## config.mk

```make
export PLATFORM = sky130hd
export DESIGN_NAME = spi_reg_bank
export DESIGN_NICKNAME = d
export VERILOG_FILES = /design/src/rtl/spi_reg_bank.sv
export SDC_FILE = /design/constraint.sdc
export NUM_CORES = 1
export LEC_CHECK = 0
export CORE_ASPECT_RATIO = 1.2
export CORE_MARGIN = 1
export CORE_UTILIZATION = 51
export CTS_BUF_LIST = sky130_fd_sc_hd__clkbuf_8
export CTS_CLUSTER_SIZE = 40
export DETAILED_ROUTE_END_ITERATION = 7
export PLACE_DENSITY_LB_ADDON = 0.12
export SETUP_SLACK_MARGIN = 0.4
export SLEW_MARGIN = 20
export SYNTH_ARGS = -nofsm -noshare
export SYNTH_HDL_FRONTEND = slang
export SYNTH_SLANG_ARGS = --single-unit
```

## constraint.sdc

```tcl
create_clock -name reg_clk -period 11 [get_ports reg_clk]
set_input_delay 2.2 -clock reg_clk [delete_from_list [all_inputs] [get_ports reg_clk]]
set_output_delay 2.2 -clock reg_clk [all_outputs]
set_load 0.005 [all_outputs]
```

## src/rtl/spi_reg_bank.sv

```systemverilog
// spi_reg_bank: register bank behind the SPI slave with command pulses, IRQ mask,
// sticky W1C event flags, generic control registers and saturating write counters.
module spi_reg_bank #(
   parameter int                      NUM_CTRL = 4,
   parameter logic [16*NUM_CTRL-1:0]  CTRL_RST = '0,
   parameter int                      RD_WIDTH = 16*(4+NUM_CTRL)
) (
   input  logic                      reg_clk,
   input  logic                      rst,
   input  logic [7:0]                reg_wr_addr,
   input  logic [15:0]               reg_wr_data,
   input  logic                      reg_wr_en,
   output logic [RD_WIDTH-1:0]       reg_rd_data,
   input  logic [15:0]               evt_i,
   output logic [15:0]               cmd_pulse_o,
   output logic [16*NUM_CTRL-1:0]    ctrl_o,
   output logic                      irq_o
);
   localparam logic [7:0] ADDR_END = 8'(3 + NUM_CTRL);
   logic [15:0] cmd_q, cmd_d, mask_q, mask_d, flags_q, flags_d, evt_q;
   logic [15:0] wr_cnt_q, wr_cnt_d, bad_cnt_q, bad_cnt_d;
   logic [7:0] last_q, last_d;
   logic irq_q, irq_d, armed_q;
   logic [16*NUM_CTRL-1:0] ctrl_q, ctrl_d;
   logic [RD_WIDTH-1:0] rd_q, rd_d;
   logic valid, clr;
   always_comb begin
      valid = reg_wr_addr < ADDR_END;
      clr = reg_wr_en && reg_wr_addr == 8'h00 && reg_wr_data[15];
      cmd_d = (reg_wr_en && reg_wr_addr == 8'h00) ? reg_wr_data : 16'h0;
      // armed_q suppresses edges seen against the zeroed evt_q right after reset
      flags_d = (flags_q & ~((reg_wr_en && reg_wr_addr == 8'h01) ? reg_wr_data : 16'h0))
              | (armed_q ? (evt_i & ~evt_q) : 16'h0);
      mask_d = (reg_wr_en && reg_wr_addr == 8'h02) ? reg_wr_data : mask_q;
      ctrl_d = ctrl_q;
      for (int k = 0; k < NUM_CTRL; k++)
         if (reg_wr_en && reg_wr_addr == 8'(3 + k)) ctrl_d[16*k +: 16] = reg_wr_data;
      wr_cnt_d = clr ? 16'h0 : (reg_wr_en && valid && wr_cnt_q != 16'hFFFF) ? wr_cnt_q + 16'd1 : wr_cnt_q;
      bad_cnt_d = clr ? 16'h0 : (reg_wr_en && !valid && bad_cnt_q != 16'hFFFF) ? bad_cnt_q + 16'd1 : bad_cnt_q;
      last_d = reg_wr_en ? reg_wr_addr : last_q;
      irq_d = |(flags_q & mask_q);
      rd_d = {ctrl_q, 8'h00, last_q, bad_cnt_q, wr_cnt_q, flags_q};
   end
   always_ff @(posedge reg_clk or posedge rst) begin
      if (rst) begin
         cmd_q     <= '0;
         mask_q    <= '0;
         flags_q   <= '0;
         evt_q     <= '0;
         wr_cnt_q  <= '0;
         bad_cnt_q <= '0;
         last_q    <= '0;
         irq_q     <= 1'b0;
         armed_q   <= 1'b0;
         ctrl_q    <= CTRL_RST;
         rd_q      <= {CTRL_RST, 64'h0};
      end else begin
         cmd_q     <= cmd_d;
         mask_q    <= mask_d;
         flags_q   <= flags_d;
         evt_q     <= evt_i;
         wr_cnt_q  <= wr_cnt_d;
         bad_cnt_q <= bad_cnt_d;
         last_q    <= last_d;
         irq_q     <= irq_d;
         armed_q   <= 1'b1;
         ctrl_q    <= ctrl_d;
         rd_q      <= rd_d;
      end
   end
   assign cmd_pulse_o = cmd_q;
   assign ctrl_o      = ctrl_q;
   assign irq_o       = irq_q;
   assign reg_rd_data = rd_q;
endmodule

```

== Word level (Yosys, flattened, before mapping) ==
Cells that the tools add are included.

* Word-level logic and storage cells: 55
* Input port bits: 43
* Bits in registers: 290
* Output and inout port bits: 209

* Add/subtract/negate cells: 2
* Equal/unequal tests: 8
* Bitwise gates (word level): 6
* Multiplexer cells: 7
* Reductions and logical operators: 17
* Order comparisons: 1

{| class="wikitable"
|+ Operators with widths
! cell !! count
|-
| $mux 16 || 7
|-
| $and 16x16->16 || 3
|-
| $add 16x1->16 const B || 2
|-
| $ne 16x16->1 const B || 2
|-
| $not 16->16 || 2
|-
| $eq 8x3->1 const B || 3
|-
| $eq 8x2->1 const B || 2
|-
| $or 16x16->16 || 1
|-
| $reduce_or 16->1 || 1
|-
| $logic_and 1x1->1 || 12
|-
| $eq 8x1->1 const B || 1
|-
| $logic_not 8->1 || 1
|-
| $lt 8x3->1 const B || 1
|-
| $reduce_bool 2->1 || 2
|-
| $logic_not 1->1 || 1
|}

== Longest topological paths before layout ==
Gate-level depths: netlist of the first run.

* Depth after elaboration: 6
* Mapped depth: 8
* Gate-level depth less buffers: 7

== Worst setup path after synthesis of the first run ==
Ideal clock, no wire load.

* Kind: input-to-reg
* From: in reg_wr_addr[4]
* To: reg wr_cnt_q[11]
* Library setup time: 119 ps
* Stages: 6
* Setup slack: 7013 ps
* Data required time: 10881 ps
* Arrival time: 3868 ps
* Cells stage by stage: or3_4 > or4b_1 > buf_2 > nor4_4 > a31oi_1 > o21a_1

* Word-level cells in the longest chain between the ends: 4
* Elaborated cells between the ends (all ways): 8
* Those cells by class: 1 x order compare; 1 x mux; 6 x reduce/logical

{| class="wikitable"
|+ Ends and longest elaborated chain
! what !! RTL line !! RTL
|-
| start, declared || 10 || <nowiki>input logic [7:0] reg_wr_addr,</nowiki>
|-
| $lt 8x3->1 / $logic_not 8->1 (equally long branches) || 28, 29 ||
|-
| $logic_and 1x1->1 (on tied branches) (2 in series) || 38, 29 ||
|-
| $reduce_bool 2->1 (no source line) / $mux 16 (equally long branches) || -- ||
|-
| end signal, assigned || 62 || <nowiki>wr_cnt_q <= wr_cnt_d;</nowiki>
|-
| end, declared || 21 || <nowiki>logic [15:0] wr_cnt_q, wr_cnt_d, bad_cnt_q, bad_cnt_d;</nowiki>
|}

Parallel ways exist; a longest one is shown, timed or not.
A chain may end at the register's enable or synchronous reset.

== Worst setup path in the final report of the first run ==
* From: in reg_wr_en
* To: reg wr_cnt_q[13]

* Word-level cells in the longest chain between the ends: 3
* Elaborated cells between the ends (all ways): 6
* Those cells by class: 1 x mux; 5 x reduce/logical

{| class="wikitable"
|+ Ends and longest elaborated chain
! what !! RTL line !! RTL
|-
| start, declared || 12 || <nowiki>input logic reg_wr_en,</nowiki>
|-
| $logic_and 1x1->1 (on tied branches) (2 in series) || 29, 38 ||
|-
| $mux 16 / $reduce_bool 2->1 (equally long branches) || -- ||
|}

Parallel ways exist; a longest one is shown, timed or not.

==> impl_metrics.ini, run 1 <==
[sta]
report.final.slew_viol_count = 0
final-hold-violation-count = 0
timing.max_slew.rel_slack_pct = 27.2
fin_worst_hold_slack_ns = 0.365
setup_repair_after_global_routing_missed_its_margin = no
tightestPinTransition_ns = 1.09
worst_setup_skew_after_layout_ns = 0.0230
fmax_mhz = 210
finalCritPeriodShare_pct = 43.3
fin_setup_tns_ns = 0
setup_viol = 0
min_period_ns = 4.76

[logic_synthesis]
synth_commonest_cells = 290 x sky130_fd_sc_hd__dfrtp_1, 87 x sky130_fd_sc_hd__mux2_2, 39 x sky130_fd_sc_hd__nand2_1, 28 x sky130_fd_sc_hd__nor2_1, 21 x sky130_fd_sc_hd__inv_1
synthArstFlopShare_pct = 100
synthesized_area_fraction_occupied_by_adder_cells_pct = 0.251
yosys.cell_types.count = 47
post_synth_instance_area_mm2 = 0.00997
synthesis.instances = 647
synth_xor_area_share_pct = 1.76
ys_dominant_reg_cell = sky130_fd_sc_hd__dfrtp_1
post_synth_main_area_contributors = sky130_fd_sc_hd__dfrtp_1 73%, sky130_fd_sc_hd__mux2_2 9.8%, sky130_fd_sc_hd__xnor2_1 1.8%
dominant_combinational_cell_family_by_area_after_synthesis = multiplexers
synth_mux_area_share_pct = 10.5
yosysMostFrequentCell = sky130_fd_sc_hd__dfrtp_1
synth.ff_latch_count = 290
yosysWarnings = 0
synth_compound_gate_area_share_pct = 2.91
synth-simple-area-share_pct = 9.33
synth_enable_flop_cells = 0
ys_seq_area_share_pct = 72.8
yosysTopAreaCell = sky130_fd_sc_hd__dfrtp_1
post-synth-top-area-fraction_pct = 72.8
postSynthAreaPerCell_um2 = 15.4

[clock_network]
cts_sinks = 290
cts_hold_buf = 0
htreeDepth = 2
cts_root_buffer = sky130_fd_sc_hd__clkbuf_8
clock_tree_from_tritoncts = yes
clock_path_buffers = 3
post_cts_resize_count = 0
cts.reportedPaths.clkPinSlew_ns = 0.06
tritoncts.num_buffers = 43
insertion_delay_to_the_later_sink_of_the_worst_skew_pair_ns = 0.54
cts_setup_buffers = 0

[place]
gp_congestion = 0.846
port_buffers = 243
dp.final_hpwl_um = 15600

[detailed_routing]
viasPerCell = 5.16
remaining_routing_drc_violations = 0
drt-initial-drc-count = 341
vias = 6202
antenna_left = 0
dr_wl_cell_um = 18.8
wl_um = 22700
drt-pass1-iter-count = 5

[power]
total_power_consumption_of_the_routed_design_w = 0.00225
powerDensity_mw_per_mm2 = 166
cellLeakagePower_nw = 6.16
ir_worst_vdd_mv = 0.114

[setup_path]
timing.critical_path.slowest_cell_delay_ns = 0.74
cp.required_ns = 11.45
cpMaxStageDelayCell = sky130_fd_sc_hd__clkinv_1
cpLargestDelayFamily = buffers and inverters
critical_path_arrival_ns = 5.21
worstPathMaxFanout = 27
cp_cell_sequence = clkdlybuf4s50_1 > or3b_2 > nor4_2 > buf_4 > nand2_1 > clkinv_1 > or2_2 > mux2i_1
path_class = in -> reg
cp.buffers_inverters = 3
timing.critical_path.from_type = input port
worst_setup_path_end_kind = flop

[die]
io_pins = 252
chipWidth_um = 130
core.rowCount = 55
die_extent_in_y_um = 155
die-area_mm2 = 0.0201
initial_core_utilization_pct = 52.5
core-area_mm2 = 0.0190

[global_routing]
groute.usage.overall_pct = 23.5
globalRoute.totalOverflow = 0
grt_pass1_vias = 6538
grt_max_degree = 145
global_route_wire_length_before_repair_um = 35600
initial_antenna_violation_count = 0

[final_layout]
layout.area.seq_mm2 = 0.00726
final_net_count = 965
areaGrowthSynthToFinish_pct = 35.6
layout_filler_cell_count = 1344
final_layout_size_suffix_gt1_share_pct = 19.0
multi_input_comb_area_mm2 = 0.00251
n_antenna_cell = 0

[run]
max_cap_viol_count = 0

[outcome]
outcome = complete, no violations

[min_path]
min-delay-path-class = reg -> reg
registers in the layout, indices dropped and copies added (netlist names):
register     count
armed_q          1
evt_q           16
cmd_pulse_o     16
last_q           8
ctrl_o          64
bad_cnt_q       16
flags_q         16
wr_cnt_q        16
reg_rd_data    120
mask_q          16
irq_o            1
report_power, final:
| group | internal, W | switching [W] | leakage (nW) |
|---|---|---|---|
| sequential | 0.00114 | 0.0000538 | 3.72 |
| clock | 0.000465 | 0.000388 | 0.476 |
| combinational | 0.000122 | 0.0000837 | 1.97 |
| total | 0.00172 | 0.000526 | 6.16 |
kinds of logic after synthesis:
logic type	count (synthesis)
adder cells (fa/ha/maj)	2
AO/OA/AOI/OAI	34
multiplexers	94
buffers and inverters	50
other	2
XOR/XNOR	20
flip-flops	290
AND/OR/NAND/NOR	155
through the flow:
stage               setup WS (ns)  area, um^2  utilization, %  std cells
floorplan                   0.794       10000               -        654
global placement             5.83       12700            66.6       1130
detailed placement           5.71       12700            66.6       1130
CTS                          6.27       13500            71.1       1202
global route                 6.13       13500            71.2       1203
finish                       6.24       13500            71.2       1203
final cells by class:
cell class / count / area share, %
Tap cell: 256 / 2.37
Sequential cell: 290 / 53.7
Inverter: 22 / 0.666
Clock inverter: 18 / 0.824
Clock buffer: 54 / 5.50
Timing Repair Buffer: 249 / 18.4
Multi-Input combinational cell: 314 / 18.6
worst reg2reg max path, cell delays in order (launching register included):
cell	delay, ns
sky130_fd_sc_hd__dfrtp_1	0.46
sky130_fd_sc_hd__nand4_1	0.24
sky130_fd_sc_hd__nor4_2	0.75
sky130_fd_sc_hd__nor2_1	0.24
sky130_fd_sc_hd__nand4_1	0.18
sky130_fd_sc_hd__mux2i_1	0.20
path summary, 6_finish.rpt:
kind | start | to | slack (ns) | depth (start not counted)
setup / recovery | reg_wr_en | wr_cnt_q[13] | 6.24 | 8
hold / removal | last_q[0] | reg_rd_data[48] | 0.37 | 0
setup reg to reg | bad_cnt_q[6] | bad_cnt_q[4] | 8.85 | 5
hold reg to reg | last_q[0] | reg_rd_data[48] | 0.37 | 0
max in group asynchronous | rst | ctrl_o[10] | 7.34 | 3
min in group asynchronous | rst | reg_rd_data[91] | 2.30 | 2
cell usage in the layout, fill, tap and decap left out, types with 2 or more instances in the layout:
master and n:
sky130_fd_sc_hd__nor3b_2 2, sky130_fd_sc_hd__a21oi_1 2, sky130_fd_sc_hd__or4_1 2, sky130_fd_sc_hd__or3_1 3
sky130_fd_sc_hd__nand3_1 10, sky130_fd_sc_hd__nor4_4 3, sky130_fd_sc_hd__and4_1 2, sky130_fd_sc_hd__o21ai_0 3
sky130_fd_sc_hd__a32o_1 15, sky130_fd_sc_hd__nand2_1 39, sky130_fd_sc_hd__ha_1 2, sky130_fd_sc_hd__nor4_1 5
sky130_fd_sc_hd__nor2_1 27, sky130_fd_sc_hd__conb_1 9, sky130_fd_sc_hd__nand4_1 14, sky130_fd_sc_hd__mux2_2 87
sky130_fd_sc_hd__a22o_1 4, sky130_fd_sc_hd__o21ai_1 2, sky130_fd_sc_hd__or2_2 5, sky130_fd_sc_hd__clkinvlp_4 2
sky130_fd_sc_hd__clkdlybuf4s50_1 243, sky130_fd_sc_hd__nor4_2 5, sky130_fd_sc_hd__dfrtp_1 290, sky130_fd_sc_hd__nor3_1 4
sky130_fd_sc_hd__mux2i_1 7, sky130_fd_sc_hd__nor3_2 3, sky130_fd_sc_hd__a221oi_1 4, sky130_fd_sc_hd__xnor2_1 20
sky130_fd_sc_hd__clkinv_2 4, sky130_fd_sc_hd__and2_1 16, sky130_fd_sc_hd__buf_6 2, sky130_fd_sc_hd__inv_1 30
sky130_fd_sc_hd__and3_1 5, sky130_fd_sc_hd__clkbuf_8 54, sky130_fd_sc_hd__buf_4 4
routing by layer:
metal	routed length, um	GRT usage, %	vias to the layer above
li1	-	-	2774
met1	8670	28.0	3164
met2	11800	40.3	216
met3	1530	6.71	48
met4	611	8.75	0
met5	0	0	-
(Power assumes the default switching activity.)
==> run 2: changes to the inputs <==
Clock period 11 ns to 4.4 ns, I/O delays scaled along.
==> run 2 against run 1 <==
  * Design area rose by 1.7%
  * Largest cell class unchanged
  * Highest routed layer unchanged
  * Setup slack got worse by 5.1 ns
  * Sequential power rose to 2.5 times the previous value
  * Total power rose to 2.7 times the previous value
  * First-iteration DRC count fell by 1.2%
==> impl_metrics.ini, run 2 (same netlist as run 1, synthesis figures left out) <==
[outcome]
outcome = complete, no violations

[place]
dp_worst_setup_slack_ns = 0.617
gp_congestion = 0.843
placedInstanceArea_mm2 = 0.0127
port_buffers = 243
dp.final_hpwl_um = 15900

[detailed_routing]
drt-initial-drc-count = 337
viasPerCell = 5.15
drt-pass1-iter-count = 5
dr_wl_cell_um = 18.8
wl_um = 22800
remaining_routing_drc_violations = 0
antenna_left = 0
vias = 6261

[die]
core-area_mm2 = 0.0190
die_extent_in_y_um = 155
io_pins = 252
chipWidth_um = 130
die-area_mm2 = 0.0201
core.rowCount = 55
initial_core_utilization_pct = 52.5

[setup_path]
rr_endpoint = bad_cnt_q[3]
path_class = in -> reg
timing.critical_path.from_type = input port
cp_num_cells = 8
cp_cell_sequence = clkdlybuf4s50_1 > or3b_2 > nor4_2 > buf_4 > nand2_1 > clkinv_1 > or2_2 > mux2i_1
cp.required_ns = 4.85
path_depth_of_the_worst_reg2reg_path = 6
timing.critical_path.slowest_cell_delay_ns = 0.74
reg2reg_slack_ns = 2.26
r2r_start = bad_cnt_q[0]
cpLargestDelayFamily = buffers and inverters
cp.buffers_inverters = 3
worst_setup_path_end_kind = flop
worstPathMaxFanout = 27
critical_path_arrival_ns = 3.72
cpMaxStageDelayCell = sky130_fd_sc_hd__clkinv_1

[sta]
fin_worst_hold_slack_ns = 0.376
fmax_mhz = 306
finalWorstSetupSlack_ns = 1.13
final-hold-violation-count = 0
timing.max_slew.rel_slack_pct = 38.4
report.final.slew_viol_count = 0
min_period_ns = 3.27
tightestPinTransition_ns = 0.925
setup_viol = 0
setup_repair_after_global_routing_missed_its_margin = no
fin_setup_tns_ns = 0
finalCritPeriodShare_pct = 74.3
worst_setup_skew_after_layout_ns = 0.00995

[global_routing]
initial_antenna_violation_count = 0
grt_max_degree = 109
groute.usage.overall_pct = 23.6
globalRoute.totalOverflow = 0
global_route_wire_length_before_repair_um = 35800
grt_pass1_vias = 6674

[final_layout]
final_net_count = 970
areaGrowthSynthToFinish_pct = 37.9
n_antenna_cell = 0
layout_filler_cell_count = 1269
design_area_mm2 = 0.0138
layout.cells.most_common_list = 290 x sky130_fd_sc_hd__dfrtp_1, 243 x sky130_fd_sc_hd__clkdlybuf4s50_1, 87 x sky130_fd_sc_hd__mux2_2
layout.cells.most_common = sky130_fd_sc_hd__dfrtp_1
largest_reg_flops = 120
final_layout_size_suffix_gt1_share_pct = 20.4

[power]
total_power_consumption_of_the_routed_design_w = 0.00597
ir_worst_vdd_mv = 0.266
cellLeakagePower_nw = 6.27
powerDensity_mw_per_mm2 = 434

[clock_network]
htreeDepth = 2
cts_setup_buffers = 0
post_cts_resize_count = 0
tritoncts.num_buffers = 45
cts_hold_buf = 0
cts_root_buffer = sky130_fd_sc_hd__clkbuf_8
cts.reportedPaths.clkPinSlew_ns = 0.07
clock_path_buffers = 3
cts_sinks = 290
clock_tree_from_tritoncts = yes
insertion_delay_to_the_later_sink_of_the_worst_skew_pair_ns = 0.53

[run]
max_cap_viol_count = 0

[min_path]
timing.hold.worst_endpoint = reg_rd_data[52]
min-delay-path-class = reg -> reg
timing.hold.worst.start = last_q[4]
hold_path_depth = 0
-- run 2: cell types whose count changed in the layout (fill, tap and decap cells not counted) --
| cell | delta |
|---|---|
| sky130_fd_sc_hd__inv_1 | -4 |
| sky130_fd_sc_hd__buf_12 | +3 |
| sky130_fd_sc_hd__clkinv_2 | +4 |
| sky130_fd_sc_hd__bufinv_16 | +3 |
| sky130_fd_sc_hd__inv_6 | -1 |
| sky130_fd_sc_hd__clkbuf_8 | +7 |
| sky130_fd_sc_hd__clkinv_4 | +1 |
| sky130_fd_sc_hd__buf_6 | -2 |
| sky130_fd_sc_hd__inv_8 | -1 |
| sky130_fd_sc_hd__buf_4 | +2 |
-- run 2: where the power goes --
part | switching [W] | internal, W
combinational | 0.000214 | 0.000309
clock | 0.000993 | 0.00148
sequential | 0.000136 | 0.00284
-- run 2: area by class of cell --
cell class	count	area, um^2	share of cell area, %
Sequential cell	290	7260	52.8
Timing Repair Buffer	252	2540	18.4
Multi-Input combinational cell	314	2510	18.3
Clock buffer	61	840	6.10
Tap cell	256	320	2.33
Clock inverter	20	199	1.45
Inverter	22	86.3	0.628
-- run 2: how the worst max path moves through the flow --
stage                         startpoint            to
after detailed placement  reg_wr_addr[0]  wr_cnt_q[13]
after global routing      reg_wr_addr[0]  wr_cnt_q[13]
after floorplan                      rst       armed_q
after CTS                 reg_wr_addr[0]  wr_cnt_q[13]
after global placement         reg_wr_en  wr_cnt_q[13]
final                     reg_wr_addr[0]  wr_cnt_q[13]
-- run 2: layer usage --
| metal | share of wire (%) | vias up | GRT usage (%) |
|---|---|---|---|
| met5 | 0 | - | 0 |
| met4 | 2.9 | 0 | 9.58 |
| met3 | 6.6 | 49 | 6.50 |
| met2 | 52 | 246 | 39.6 |
| met1 | 38 | 3191 | 28.8 |
| li1 | - | 2775 | - |
-- run 2: stage by stage --
| step | cells | utilization [%] |
|---|---|---|
| 3_3_place_gp | 1134 | 66.9 |
| 3_5_place_dp | 1134 | 66.9 |
| 4_1_cts | 1215 | 72.4 |
| 6_report | 1215 | 72.4 |
| 5_1_grt | 1215 | 72.4 |
| 2_1_floorplan | 654 | - |
==> run 3: changes to the inputs <==
Settings changed: CORE_UTILIZATION 51 to 46.
Clock period 4.4 ns to 2.9 ns, I/O delays scaled along.
==> run 3 against run 2 <==
  * Design area up 1.0%
  * Setup slack got worse by 0.59 ns
  * Die area grew 11%
  * Core utilization decreased by 6.6 points
  * First-iteration DRC count is 16% lower
  * Critical endpoint is now wr_cnt_q[11]
  * Critical path type unchanged
==> impl_metrics.ini, run 3 (same netlist as run 1, synthesis figures left out) <==
[outcome]
outcome = complete, no violations

[final_layout]
final_layout_size_suffix_gt1_share_pct = 21.0
layout.cells.most_common_list = 290 x sky130_fd_sc_hd__dfrtp_1, 243 x sky130_fd_sc_hd__clkdlybuf4s50_1, 87 x sky130_fd_sc_hd__mux2_2
areaGrowthSynthToFinish_pct = 39.3
n_antenna_cell = 0
largest_reg_flops = 120
final_net_count = 991
layout.cells.most_common = sky130_fd_sc_hd__dfrtp_1
layout_filler_cell_count = 1524
design_area_mm2 = 0.0139

[die]
chipWidth_um = 136
initial_core_utilization_pct = 47.2
die-area_mm2 = 0.0223
die_extent_in_y_um = 163
core-area_mm2 = 0.0211
io_pins = 252
core.rowCount = 58

[setup_path]
rr_endpoint = bad_cnt_q[3]
timing.critical_path.from_type = input port
worst_setup_path_end_kind = flop
critical_path_arrival_ns = 2.78
crit_path_end = wr_cnt_q[11]
cp.required_ns = 3.32
path_depth_of_the_worst_reg2reg_path = 6
reg2reg_slack_ns = 0.77
worstPathMaxFanout = 6
r2r_start = bad_cnt_q[1]
path_class = in -> reg
crit_start = reg_wr_addr[4]

[min_path]
min-delay-path-class = reg -> reg
hold_path_depth = 0

[place]
gp_congestion = 0.889
placedInstanceArea_mm2 = 0.0130
dp.final_hpwl_um = 16600
port_buffers = 243

[clock_network]
clock_path_buffers = 3
cts.reportedPaths.clkPinSlew_ns = 0.06
cts_sinks = 290
cts_setup_buffers = 0
insertion_delay_to_the_later_sink_of_the_worst_skew_pair_ns = 0.54
post_cts_resize_count = 0
cts_root_buffer = sky130_fd_sc_hd__clkbuf_8
htreeDepth = 2
tritoncts.num_buffers = 44
clock_tree_from_tritoncts = yes
cts_hold_buf = 0

[detailed_routing]
drt-initial-drc-count = 283
dr_wl_cell_um = 18.3
drt-pass1-iter-count = 4
viasPerCell = 5.06
remaining_routing_drc_violations = 0
vias = 6327
antenna_left = 0
wl_um = 22900

[sta]
fmax_mhz = 425
finalCritPeriodShare_pct = 81.2
final-hold-violation-count = 0
tightestPinTransition_ns = 0.799
fin_worst_hold_slack_ns = 0.369
setup_repair_after_global_routing_missed_its_margin = no
worst_setup_skew_after_layout_ns = 0.0124
fin_setup_tns_ns = 0
report.final.slew_viol_count = 0
timing.max_slew.rel_slack_pct = 46.6
setup_viol = 0
min_period_ns = 2.36

[global_routing]
global_route_wire_length_before_repair_um = 36700
initial_antenna_violation_count = 0
grt_max_degree = 48
groute.usage.overall_pct = 21.8
globalRoute.totalOverflow = 0
grt_pass1_vias = 6851

[power]
ir_worst_vdd_mv = 0.427
powerDensity_mw_per_mm2 = 623
cellLeakagePower_nw = 6.38

[run]
max_cap_viol_count = 0
==> run 3: where the power goes <==
part	internal [W]	switching [W]
combinational	0.000487	0.000324
clock	0.00184	0.00147
sequential	0.00432	0.000211
==> run 3: per-stage QoR <==
step | power [W] | instances | setup slack (ns) | utilization, %
finish | 0.00865 | 1250 | 0.545 | 65.8
CTS | 0.00876 | 1250 | 0.569 | 65.8
floorplan | 0.00484 | 654 | -1.53 | -
global route | 0.00907 | 1250 | 0.477 | 65.8
detailed placement | 0.00543 | 1170 | -0.00174 | 61.5
global placement | 0.00539 | 1170 | 0.0241 | 61.5
==> run 3: how the worst min path moves through the flow <==
stage          startpoint               to
6_report        last_q[1]  reg_rd_data[49]
3_3_place_gp    last_q[6]  reg_rd_data[54]
2_1_floorplan   last_q[0]  reg_rd_data[48]
5_1_grt         last_q[4]  reg_rd_data[52]
4_1_cts         last_q[1]  reg_rd_data[49]
3_5_place_dp    last_q[1]  reg_rd_data[49]
==> run 3: worst max-delay path, cell delays in order <==
cell                              delay, ns
sky130_fd_sc_hd__clkdlybuf4s50_1       0.42
sky130_fd_sc_hd__or3_4                 0.40
sky130_fd_sc_hd__or4b_1                0.52
sky130_fd_sc_hd__buf_4                 0.19
sky130_fd_sc_hd__nor4_4                0.34
sky130_fd_sc_hd__a31oi_1               0.13
sky130_fd_sc_hd__o21a_1                0.19
==> run 3: metal layers <==
layer  up-vias  track usage [%]  part of all wire [%]
li1       2832                -                     -
met1      3249             25.4                    38
met2       197             37.9                    53
met3        49             5.90                   5.8
met4         0             8.43                   2.8
met5         -                0                     0
==> run 3: final cells by class <==
| cell class | instances | area, um^2 | area share (%) |
|---|---|---|---|
| Tap cell | 270 | 338 | 2.43 |
| Timing Repair Buffer | 274 | 2790 | 20.1 |
| Inverter | 22 | 86.3 | 0.621 |
| Sequential cell | 290 | 7260 | 52.2 |
| Clock inverter | 20 | 82.6 | 0.594 |
| Multi-Input combinational cell | 314 | 2510 | 18.1 |
| Clock buffer | 60 | 826 | 5.94 |
